--- src/rtl/spi_data_pkg.sv ---
`default_nettype none
// ============================================================================
// Module   : spi_data_pkg
// Purpose  : Shared command/header constants and responder state encoding
//            for the video/audio SPI data request protocol. The data request
//            FSM imports the same command constants.
// Contents : AUDIO_CMD, VIDEO_CMD, AUDIO_HDR, VIDEO_HDR, resp_state_t,
//            max_len() helper for counter sizing.
// Revision : 1.0 - initial release
// ============================================================================
package spi_data_pkg;

  localparam logic [7:0] AUDIO_CMD = 8'hAA;
  localparam logic [7:0] VIDEO_CMD = 8'hFA;
  localparam logic [7:0] AUDIO_HDR = 8'hA5;
  localparam logic [7:0] VIDEO_HDR = 8'hF5;

  typedef enum logic [2:0] {
    IDLE    = 3'd0,
    CMD     = 3'd1,
    HDR     = 3'd2,
    PAYLOAD = 3'd3,
    TAIL    = 3'd4
  } resp_state_t;

  function automatic int max_len(input int a, input int b);
    return (a > b) ? a : b;
  endfunction

endpackage
`default_nettype wire

--- src/rtl/spi_sync_edge.sv ---
`default_nettype none
// ============================================================================
// Module   : spi_sync_edge
// Purpose  : Multi-stage synchronizer for the asynchronous SPI pins plus
//            edge detection on the synchronized levels.
// Ports    : CLK_40, reset          - system clock, sync active-high reset
//            sclk, mosi, ss_n       - raw SPI pins
//            mosi_s, ss_n_s         - synchronized levels
//            sclk_rise, sclk_fall   - SCLK edge pulses, only while ss_n_s low
//            ss_fall, ss_rise       - chip-select edge pulses
// Revision : 1.0 - initial release
// ============================================================================
module spi_sync_edge #(
  parameter int SYNC_STAGES = 2
) (
  input  logic CLK_40,
  input  logic reset,
  input  logic sclk,
  input  logic mosi,
  input  logic ss_n,
  output logic mosi_s,
  output logic ss_n_s,
  output logic sclk_rise,
  output logic sclk_fall,
  output logic ss_fall,
  output logic ss_rise
);

  logic [SYNC_STAGES-1:0] r_sclk_pipe;
  logic [SYNC_STAGES-1:0] r_mosi_pipe;
  logic [SYNC_STAGES-1:0] r_ss_pipe;
  logic                   r_sclk_prev;
  logic                   r_ss_prev;
  logic                   w_sclk;
  logic                   w_ss;

  // The chip-select chain resets to 0 ("already selected"): a select held
  // low through reset then produces no falling edge, so the responder waits
  // for a genuine deselect/reselect before starting a transaction.
  always_ff @(posedge CLK_40) begin
    if (reset) begin
      r_sclk_pipe <= '0;
      r_mosi_pipe <= '0;
      r_ss_pipe   <= '0;
      r_sclk_prev <= 1'b0;
      r_ss_prev   <= 1'b0;
    end else begin
      r_sclk_pipe <= {r_sclk_pipe[SYNC_STAGES-2:0], sclk};
      r_mosi_pipe <= {r_mosi_pipe[SYNC_STAGES-2:0], mosi};
      r_ss_pipe   <= {r_ss_pipe[SYNC_STAGES-2:0], ss_n};
      r_sclk_prev <= r_sclk_pipe[SYNC_STAGES-1];
      r_ss_prev   <= r_ss_pipe[SYNC_STAGES-1];
    end
  end

  assign w_sclk    = r_sclk_pipe[SYNC_STAGES-1];
  assign w_ss      = r_ss_pipe[SYNC_STAGES-1];
  assign mosi_s    = r_mosi_pipe[SYNC_STAGES-1];
  assign ss_n_s    = w_ss;
  assign sclk_rise =  w_sclk & ~r_sclk_prev & ~w_ss;
  assign sclk_fall = ~w_sclk &  r_sclk_prev & ~w_ss;
  assign ss_fall   = ~w_ss &  r_ss_prev;
  assign ss_rise   =  w_ss & ~r_ss_prev;

endmodule
`default_nettype wire

--- src/rtl/spi_data_responder.sv ---
`default_nettype none
// ============================================================================
// Module   : spi_data_responder
// Purpose  : SPI mode-0 slave serving video/audio data requests. Decodes the
//            command byte, answers with a header byte and a fixed-length
//            payload pulled from valid/ready byte sources.
// Ports    : CLK_40, reset                 - clock, sync active-high reset
//            SCLK, MOSI, SS_n, MISO        - SPI pins (inputs asynchronous)
//            vid_data/valid/ready          - video byte source
//            aud_data/valid/ready          - audio byte source
//            busy, xfer_done, underrun, cmd_err - status
// Options  : `define SPI_RESP_CHECKSUM_EN appends an XOR checksum byte after
//            the payload.
// Revision : 1.0 - initial release
// ============================================================================
module spi_data_responder
  import spi_data_pkg::*;
#(
  parameter int         VIDEO_LEN   = 9600,
  parameter int         AUDIO_LEN   = 1024,
  parameter int         SYNC_STAGES = 2,
  parameter logic [7:0] FILL_BYTE   = 8'hFF
) (
  input  logic       CLK_40,
  input  logic       reset,
  input  logic       SCLK,
  input  logic       MOSI,
  input  logic       SS_n,
  output logic       MISO,
  input  logic [7:0] vid_data,
  input  logic       vid_valid,
  output logic       vid_ready,
  input  logic [7:0] aud_data,
  input  logic       aud_valid,
  output logic       aud_ready,
  output logic       busy,
  output logic       xfer_done,
  output logic       underrun,
  output logic       cmd_err
);

  localparam int CNT_W = $clog2(max_len(VIDEO_LEN, AUDIO_LEN) + 1);

  logic             w_mosi_s;
  logic             w_ss_n_s;
  logic             w_sclk_rise;
  logic             w_sclk_fall;
  logic             w_ss_fall;
  logic             w_ss_rise;

  resp_state_t      r_state;
  logic [2:0]       r_bit_cnt;
  logic [7:0]       r_rx_sr;
  logic [7:0]       r_tx_sr;
  logic [7:0]       r_next;
  logic [CNT_W-1:0] r_cnt;
  logic             r_src_aud;
  logic             r_vid_ready;
  logic             r_aud_ready;
  logic             r_xfer_done;
  logic             r_underrun;
  logic             r_cmd_err;
`ifdef SPI_RESP_CHECKSUM_EN
  logic [7:0]       r_csum;
`endif

  logic [7:0]       w_rx_byte;
  logic             w_src_valid;
  logic [7:0]       w_pop_byte;

  spi_sync_edge #(
    .SYNC_STAGES (SYNC_STAGES)
  ) u_sync (
    .CLK_40    (CLK_40),
    .reset     (reset),
    .sclk      (SCLK),
    .mosi      (MOSI),
    .ss_n      (SS_n),
    .mosi_s    (w_mosi_s),
    .ss_n_s    (w_ss_n_s),
    .sclk_rise (w_sclk_rise),
    .sclk_fall (w_sclk_fall),
    .ss_fall   (w_ss_fall),
    .ss_rise   (w_ss_rise)
  );

  assign w_rx_byte   = {r_rx_sr[6:0], w_mosi_s};
  assign w_src_valid = r_src_aud ? aud_valid : vid_valid;
  // Byte fetched (or substituted on underrun) at a payload byte boundary.
  assign w_pop_byte  = w_src_valid ? (r_src_aud ? aud_data : vid_data) : FILL_BYTE;

  always_ff @(posedge CLK_40) begin
    if (reset) begin
      r_state     <= IDLE;
      r_bit_cnt   <= 3'd0;
      r_rx_sr     <= 8'h00;
      r_tx_sr     <= FILL_BYTE;
      r_next      <= FILL_BYTE;
      r_cnt       <= '0;
      r_src_aud   <= 1'b0;
      r_vid_ready <= 1'b0;
      r_aud_ready <= 1'b0;
      r_xfer_done <= 1'b0;
      r_underrun  <= 1'b0;
      r_cmd_err   <= 1'b0;
`ifdef SPI_RESP_CHECKSUM_EN
      r_csum      <= 8'h00;
`endif
    end else begin
      r_vid_ready <= 1'b0;
      r_aud_ready <= 1'b0;
      r_xfer_done <= 1'b0;
      r_cmd_err   <= 1'b0;

      // Deselect has priority over everything, including a coincident
      // byte boundary, so a truncated transfer never pops or completes.
      if (w_ss_rise) begin
        r_state <= IDLE;
      end else if (w_ss_fall) begin
        r_tx_sr   <= FILL_BYTE;
        r_bit_cnt <= 3'd0;
        r_state   <= CMD;
      end else if (r_state != IDLE) begin
        if (w_sclk_rise) begin
          r_rx_sr   <= w_rx_byte;
          r_bit_cnt <= r_bit_cnt + 3'd1;
          if (r_bit_cnt == 3'd7) begin
            case (r_state)
              CMD: begin
                if (w_rx_byte == VIDEO_CMD) begin
                  r_next     <= VIDEO_HDR;
                  r_src_aud  <= 1'b0;
                  r_cnt      <= CNT_W'(VIDEO_LEN);
                  r_state    <= HDR;
                  r_underrun <= 1'b0;
`ifdef SPI_RESP_CHECKSUM_EN
                  r_csum     <= 8'h00;
`endif
                end else if (w_rx_byte == AUDIO_CMD) begin
                  r_next     <= AUDIO_HDR;
                  r_src_aud  <= 1'b1;
                  r_cnt      <= CNT_W'(AUDIO_LEN);
                  r_state    <= HDR;
                  r_underrun <= 1'b0;
`ifdef SPI_RESP_CHECKSUM_EN
                  r_csum     <= 8'h00;
`endif
                end else begin
                  r_cmd_err <= 1'b1;
                  r_next    <= FILL_BYTE;
                  r_state   <= TAIL;
                end
              end
              HDR, PAYLOAD: begin
                if (r_cnt != '0) begin
                  r_next      <= w_pop_byte;
                  r_cnt       <= r_cnt - CNT_W'(1);
                  r_state     <= PAYLOAD;
                  r_vid_ready <= w_src_valid & ~r_src_aud;
                  r_aud_ready <= w_src_valid &  r_src_aud;
                  if (!w_src_valid) begin
                    r_underrun <= 1'b1;
                  end
`ifdef SPI_RESP_CHECKSUM_EN
                  r_csum      <= r_csum ^ w_pop_byte;
`endif
                end else begin
`ifdef SPI_RESP_CHECKSUM_EN
                  r_next      <= r_csum;
`else
                  r_next      <= FILL_BYTE;
`endif
                  r_xfer_done <= 1'b1;
                  r_state     <= TAIL;
                end
              end
              default: begin
                r_next <= FILL_BYTE;
              end
            endcase
          end
        end

        // Mode 0: the next bit is presented after the master's sampling edge.
        if (w_sclk_fall) begin
          if (r_bit_cnt == 3'd0) begin
            r_tx_sr <= r_next;
          end else begin
            r_tx_sr <= {r_tx_sr[6:0], 1'b0};
          end
        end
      end
    end
  end

  assign MISO      = (r_state != IDLE && !w_ss_n_s) ? r_tx_sr[7] : 1'b1;
  assign busy      = (r_state != IDLE);
  assign vid_ready = r_vid_ready;
  assign aud_ready = r_aud_ready;
  assign xfer_done = r_xfer_done;
  assign underrun  = r_underrun;
  assign cmd_err   = r_cmd_err;

endmodule
`default_nettype wire
--- config.mk ---
export PLATFORM = sky130hd
export DESIGN_NAME = spi_data_responder
export DESIGN_NICKNAME = d
export VERILOG_FILES = /design/src/rtl/spi_data_pkg.sv /design/src/rtl/spi_sync_edge.sv /design/src/rtl/spi_data_responder.sv
export SDC_FILE = /design/constraint.sdc
export NUM_CORES = 1
export LEC_CHECK = 0
export ABC_AREA = 0
export ABC_CLOCK_PERIOD_IN_PS = 2500
export BUFFER_PORTS_ARGS = -buffer_cell sky130_fd_sc_hd__buf_2
export CORE_MARGIN = 10
export CORE_UTILIZATION = 50
export DETAILED_ROUTE_END_ITERATION = 6
export PLACE_DENSITY = 0.7
export SLEW_MARGIN = 20
export SYNTH_ARGS = -nofsm -noshare
export SYNTH_HDL_FRONTEND = slang
export SYNTH_HIERARCHICAL = 1
export SYNTH_SLANG_ARGS = --single-unit
--- constraint.sdc ---
create_clock -name CLK_40 -period 2.5 [get_ports CLK_40]
set_input_delay 0.5 -clock CLK_40 [delete_from_list [all_inputs] [get_ports CLK_40]]
set_output_delay 0.5 -clock CLK_40 [all_outputs]
set_load 0.005 [all_outputs]
==> results_dict.tcl, run 1 <==
set metrics [dict create \
    cts_resized 0 \
    setup_viol 0 \
    finalCritPeriodShare 0.940 \
    grt_pass1_wl_mm 10.3 \
    clkPwrFrac 0.456 \
    synth_top_family_by_area "simple AND/OR/NAND/NOR gates" \
    syn-instance-count 310 \
    synthMuxAreaShare 0.0371 \
    status "complete, no violations" \
    arrival_ns 2.61 \
    utilization 0.600 \
    synth_most_common_cell "dfxtp_1" \
    powerDensity_nw_per_um2 597 \
    cp_max_fo 15 \
    slew_violations 0 \
    tightest_slew_ns 1.01 \
    dp_hpwl_mm 4.12 \
    swShare 0.210 \
    grt_antenna_before_repair 0 \
    gr-total-overflow 0 \
    p_leak_nw 1.28 \
    period_minus_slack_ns 2.35 \
    synth_seq_area_share 0.422 \
    ys_top_cells_by_count "dfxtp_1 (57), nor2_1 (46), a21oi_1 (28), nor2b_1 (20), o21ai_0 (12)" \
    endpoint_kind "register" \
    dr.first_iter.drc_count 153 \
    post_drt_wl_per_cell_um 13.8 \
    initial_core_util 0.522 \
    via_count 2266 \
    combPwrFrac 0.042 \
    grt_max_degree 36 \
    crit_path_start "u_sync/r_ss_pipe[1]" \
    track_usage 0.143 \
    netlist_area_um2 2700 \
    drtPass1Iterations 4 \
    hp-start "SCLK" \
    finalPower_mw 1.85 \
    synth_cell_types 45 \
    synth_compound_area_frac 0.192 \
    design.die.area_um2 8740 \
    grt_pass1_vias 2260 \
    ant_nets 0 \
    power_switching_mw 0.388 \
    syn_avg_cell_area_um2 8.71 \
    clkTransAtPathRegs_ns 0.06 \
    layout.nets 368 \
    rows 26 \
    maxCapViolCount 0 \
    place_congestion 0.809 \
    cts_hold_buf 0 \
    viasPerCell 5.47 \
    hp-class "input port to register" \
    path_class "register to register" \
    synth_top_cell_by_area "dfxtp_1" \
    cts.sinks 57 \
    fmax_mhz 425 \
    cts_tree "built" \
    drcViolationCount 0 \
    ys_async_sr_fraction 0 \
    clk_latency_ns 0.33 \
    cp.required_ns 2.76 \
    die_x_um 93.5 \
    postCtsSetupBuffers 0 \
    max_slew_margin 0.325 \
    rr_startpoint "u_sync/r_ss_pipe[1]" \
    final_cell_area_um2 3100 \
    chipHeight_um 93.5 \
    drive_gt1_frac 0.183 \
    fin_setup_tns_ns 0 \
    synthSimpleGateAreaFrac 0.277 \
    synth_ff_type "dfxtp_1" \
    syn_to_final_growth_pct 14.8 \
    synth_xor_xnor_area_share 0.0130 \
    core-area_um2 5170 \
    synth_fa_ha_area_frac 0.0232 \
    htree_num_levels 3 \
    intPower_mw 1.46 \
    ys_warn_count 6 \
    rsz0062_at_grt "no" \
    insertedDiodeCount 0 \
    seqPwrFrac 0.503 \
    cts-root-buf "clkbuf_8" \
    placed_cell_area_um2 2900 \
    io_pins 30 \
    synth_nets 338 \
    synth_edf_count 0 \
    synth_seq_cells 57 \
    synth_top_area_share 0.422 \
    cts_buffers 9 \
    clock_skew_ns 0.00867 \
    routed_wirelength_mm 5.71 \
    ir_drop_uv 442 \
    start_kind "register" \
    port_buffers 29 \
    cts_buffer_depth 2 \
    synth_area_leaders "dfxtp_1 (42%), nor2_1 (6.4%), a21oi_1 (5.2%)" \
    hold_violations 0 \
]
==> layer usage <==
| metal | vias up | GRT usage | part of all wire |
|---|---|---|---|
| met2 | 50 | 0.215 | 0.43 |
| met5 | - | 0 | 0 |
| met1 | 1045 | 0.183 | 0.49 |
| met4 | 0 | 0.0347 | 0.0091 |
| li1 | 1165 | - | - |
| met3 | 6 | 0.0624 | 0.069 |
==> per-stage QoR <==
stage,cells,setup slack (ns),hold WS (ns)
finish,414,0.149,0.381
global placement,399,0.224,0.424
CTS,414,0.174,0.371
detailed placement,399,0.182,0.423
global route,414,0.0146,0.390
floorplan,310,0.383,0.414
==> final timing paths <==
path / endpoint / slack, ns / depth (start not counted)
worst max-delay path: r_cnt[12] / 0.15 / 6
worst min-delay path: u_sync/r_sclk_pipe[0] / 0.38 / 2
worst max register to register: r_cnt[12] / 0.15 / 6
worst min register to register: u_sync/r_sclk_pipe[1] / 0.43 / 1
==> kinds of logic (layout without fill, tap and decap cells) <==
logic type	count (synthesis)	count (layout)
fa+ha+maj	5	5
simple gates	135	135
xor+xnor	4	4
mux	10	10
compound gates	78	78
buf+inv	21	55
flops	57	57
==> placed cells by master, fill, tap and decap left out, drive strengths merged, types with 3 or more instances in the layout <==
| cell type | instances |
|---|---|
| clkbuf | 12 |
| o31ai | 4 |
| mux2i | 10 |
| o21ai | 12 |
| inv | 5 |
| a22oi | 3 |
| buf | 35 |
| nand3 | 5 |
| a211oi | 9 |
| and3 | 3 |
| nand2b | 8 |
| nor4 | 4 |
| or4 | 4 |
| a21oi | 28 |
| nand4 | 6 |
| ha | 5 |
| or3 | 10 |
| nor2 | 46 |
| or2 | 6 |
| a31oi | 4 |
| nor3b | 4 |
| nor2b | 20 |
| dfxtp | 57 |
| nand2 | 11 |
| a211o | 7 |
| nor3 | 5 |
| xor2 | 3 |
==> state kept, by name, indices dropped and copies added (netlist names), 2 cells and up <==
register,cells
r_tx_sr,8
u_sync/r_sclk_pipe,2
u_sync/r_mosi_pipe,2
u_sync/r_ss_pipe,2
r_next,8
r_state,3
r_rx_sr,7
r_cnt,14
r_bit_cnt,3
==> worst max-delay path, cell delays in order (launching register included) <==
cell and delay, ns:
dfxtp_1 0.35, nor3b_1 0.44, o211ai_2 0.27, nor4_4 0.22, nand3_2 0.29, or4_1 0.55
a21oi_1 0.15
==> cell type report <==
type,instances,area [um2]
Clock buffer,12,155
Tap cell,70,87.6
Fill cell,485,2070
Clock inverter,3,40.0
Sequential cell,57,1140
Timing Repair Buffer,35,190
Inverter,5,18.8
Multi-Input combinational cell,232,1470
==> power groups by stage <==
stage	Clock (mW)	Sequential [mW]	Combinational, mW
global placement	0	0.949	0.0766
global route	0.910	0.931	0.0875
detailed placement	0	0.950	0.0778
floorplan	0	0.943	0.0543
CTS	0.862	0.930	0.0783
finish	0.843	0.930	0.0774
Note: power is estimated with default switching activity, not from simulation.
==> inputs of run 2 (changes only) <==
--- a/config.mk
+++ b/config.mk
@@ -9,9 +9,11 @@
 export ABC_CLOCK_PERIOD_IN_PS = 2500
 export BUFFER_PORTS_ARGS = -buffer_cell sky130_fd_sc_hd__buf_2
 export CORE_MARGIN = 10
-export CORE_UTILIZATION = 50
+export CORE_UTILIZATION = 58
 export DETAILED_ROUTE_END_ITERATION = 6
-export PLACE_DENSITY = 0.7
+export HOLD_SLACK_MARGIN = 0.05
+export PLACE_DENSITY = 0.79
+export SETUP_SLACK_MARGIN = 0.05
 export SLEW_MARGIN = 20
 export SYNTH_ARGS = -nofsm -noshare
 export SYNTH_HDL_FRONTEND = slang
==> run 2 against run 1 <==
Effect of this change:
- count of clock-buffer cells in the layout shrank 1
- hold slack got worse by 0.0062 ns
- maximum frequency rose by 6.2%
- sequential share of layout area is essentially flat
- critical path type unchanged
- cell count is 4.3% lower
==> results_dict.tcl, run 2 (synthesis results as in run 1) <==
set metrics [dict create \
    dr.first_iter.drc_count 223 \
    gr-total-overflow 0 \
    placed_cell_area_um2 2870 \
    seqPwrFrac 0.470 \
    worst_slack_ns 0.286 \
    combPwrFrac 0.040 \
    cts.sinks 57 \
    crit_path_start "r_cnt[2]" \
    drcViolationCount 0 \
    cts_buffers 9 \
    clkPwrFrac 0.490 \
    timing.hold.ws_ns 0.375 \
    clk_latency_ns 0.33 \
    swShare 0.207 \
    grt_pass1_wl_mm 9.71 \
    via_count 2284 \
    io_pins 30 \
    top_usage_layer "met2" \
    finalCritPeriodShare 0.885 \
    path_class "register to register" \
    ant_nets 0 \
    layout.nets 367 \
    endpoint_kind "register" \
    cts_tree "built" \
    grt_max_degree 36 \
    insertedDiodeCount 0 \
    slew_violations 0 \
    syn_to_final_growth_pct 15.0 \
    fin_setup_tns_ns 0 \
    gr-usage-met1 0.204 \
    power_switching_mw 0.410 \
    finalPower_mw 1.98 \
    rr_worst_depth 6 \
    final_cell_mix "dfxtp_1 (57), nor2_1 (46), buf_2 (29)" \
    arrival_ns 2.47 \
    post-place-ws_ns 0.180 \
    rr_startpoint "r_cnt[2]" \
    viasPerCell 5.77 \
    grt_pass1_vias 2128 \
    reg2reg_slack_ns 0.29 \
    rsz0062_at_grt "no" \
    start_kind "register" \
    hp-class "input port to register" \
    reg2reg_to "r_cnt[7]" \
    cts-root-buf "clkbuf_8" \
    setup_viol 0 \
    p_leak_nw 1.29 \
    drive_gt1_frac 0.186 \
    final_common_cell "dfxtp_1" \
    cp_max_fo 13 \
    track_usage 0.156 \
    place_congestion 0.878 \
    ir_drop_uv 450 \
    cts_hold_buf 0 \
    tightest_slew_ns 0.585 \
    port_buffers 29 \
    hold_violations 0 \
    cts_buffer_depth 2 \
    die_x_um 88.2 \
    core-area_um2 4440 \
    chipHeight_um 88.2 \
    fmax_mhz 452 \
    post_drt_wl_per_cell_um 14.4 \
    final_cell_area_um2 3110 \
    regMostFlops "r_cnt" \
    grt_antenna_before_repair 0 \
    intPower_mw 1.57 \
    powerDensity_nw_per_um2 637 \
    routed_wirelength_mm 5.72 \
    initial_core_util 0.608 \
    fillers 361 \
    design.die.area_um2 7790 \
    status "complete, no violations" \
    htree_num_levels 3 \
    clkTransAtPathRegs_ns 0.07 \
    top_regs "r_cnt x14, r_next x8, r_tx_sr x8" \
    cp.required_ns 2.75 \
    period_minus_slack_ns 2.21 \
    largest_register_ff_count 14 \
    rows 24 \
    maxCapViolCount 0 \
    gr-usage-met2 0.223 \
    max_slew_margin 0.606 \
    drtPass1Iterations 5 \
    postCtsSetupBuffers 0 \
    critPathCapture "r_cnt[7]" \
    clock_skew_ns 0.00542 \
    grtUsageMet3 0.0423 \
    dp_hpwl_mm 4.02 \
]
## run 2: layer usage
| layer | part of all wire | vias up |
|---|---|---|
| met5 | 0 | - |
| met4 | 0.014 | 0 |
| met3 | 0.087 | 9 |
| met2 | 0.41 | 74 |
| met1 | 0.49 | 1031 |
| li1 | - | 1170 |
## run 2: worst min path at each step
stage	cells past startpoint	slack (ns)	from	endpoint
2_1_floorplan	1	0.41	u_sync/r_mosi_pipe[0]	u_sync/r_mosi_pipe[1]
3_3_place_gp	1	0.42	u_sync/r_sclk_pipe[0]	u_sync/r_sclk_pipe[1]
3_5_place_dp	1	0.42	u_sync/r_mosi_pipe[0]	u_sync/r_mosi_pipe[1]
4_1_cts	2	0.36	SCLK	u_sync/r_sclk_pipe[0]
5_1_grt	2	0.38	SCLK	u_sync/r_sclk_pipe[0]
6_report	2	0.37	SCLK	u_sync/r_sclk_pipe[0]
## run 2: final cells by class
cell class | count | area (um2) | area share
well taps | 52 | 65.1 | 0.0210
multi-input cells | 232 | 1470 | 0.473
inverters | 5 | 18.8 | 0.00604
flip-flops and latches | 57 | 1140 | 0.367
repair buffers | 34 | 183 | 0.0588
clock buffers | 11 | 151 | 0.0488
clock inverters | 5 | 77.6 | 0.0250
## run 2: repair_timing
item | in CTS | in global routing
endpoints found under the hold margin | 0 | 0
endpoints found under the setup margin | 0 | 7
gates resized for setup | 0 | 1
## run 2: power by group through the flow
| stage | Sequential [mW] | Combinational [mW] | Clock (mW) |
|---|---|---|---|
| final | 0.930 | 0.0789 | 0.970 |
| after global routing | 0.931 | 0.0873 | 1.04 |
| after CTS | 0.929 | 0.0792 | 0.990 |
| after detailed placement | 0.950 | 0.0782 | 0 |
| after global placement | 0.949 | 0.0776 | 0 |
| after floorplan | 0.943 | 0.0543 | 0 |
## run 2: critical path, stage by stage, from the launching register on
cell and delay (ns):
dfxtp_1 0.37, nor4_2 0.50, nand4_1 0.37, nand3_2 0.34, buf_4 0.20, o21ai_0 0.14
a21oi_1 0.21
## run 2: stage by stage
step                      utilization  cells
after global routing            0.699    396
final                           0.699    396
after floorplan                     -    310
after global placement          0.646    380
after CTS                       0.698    396
after detailed placement        0.646    380
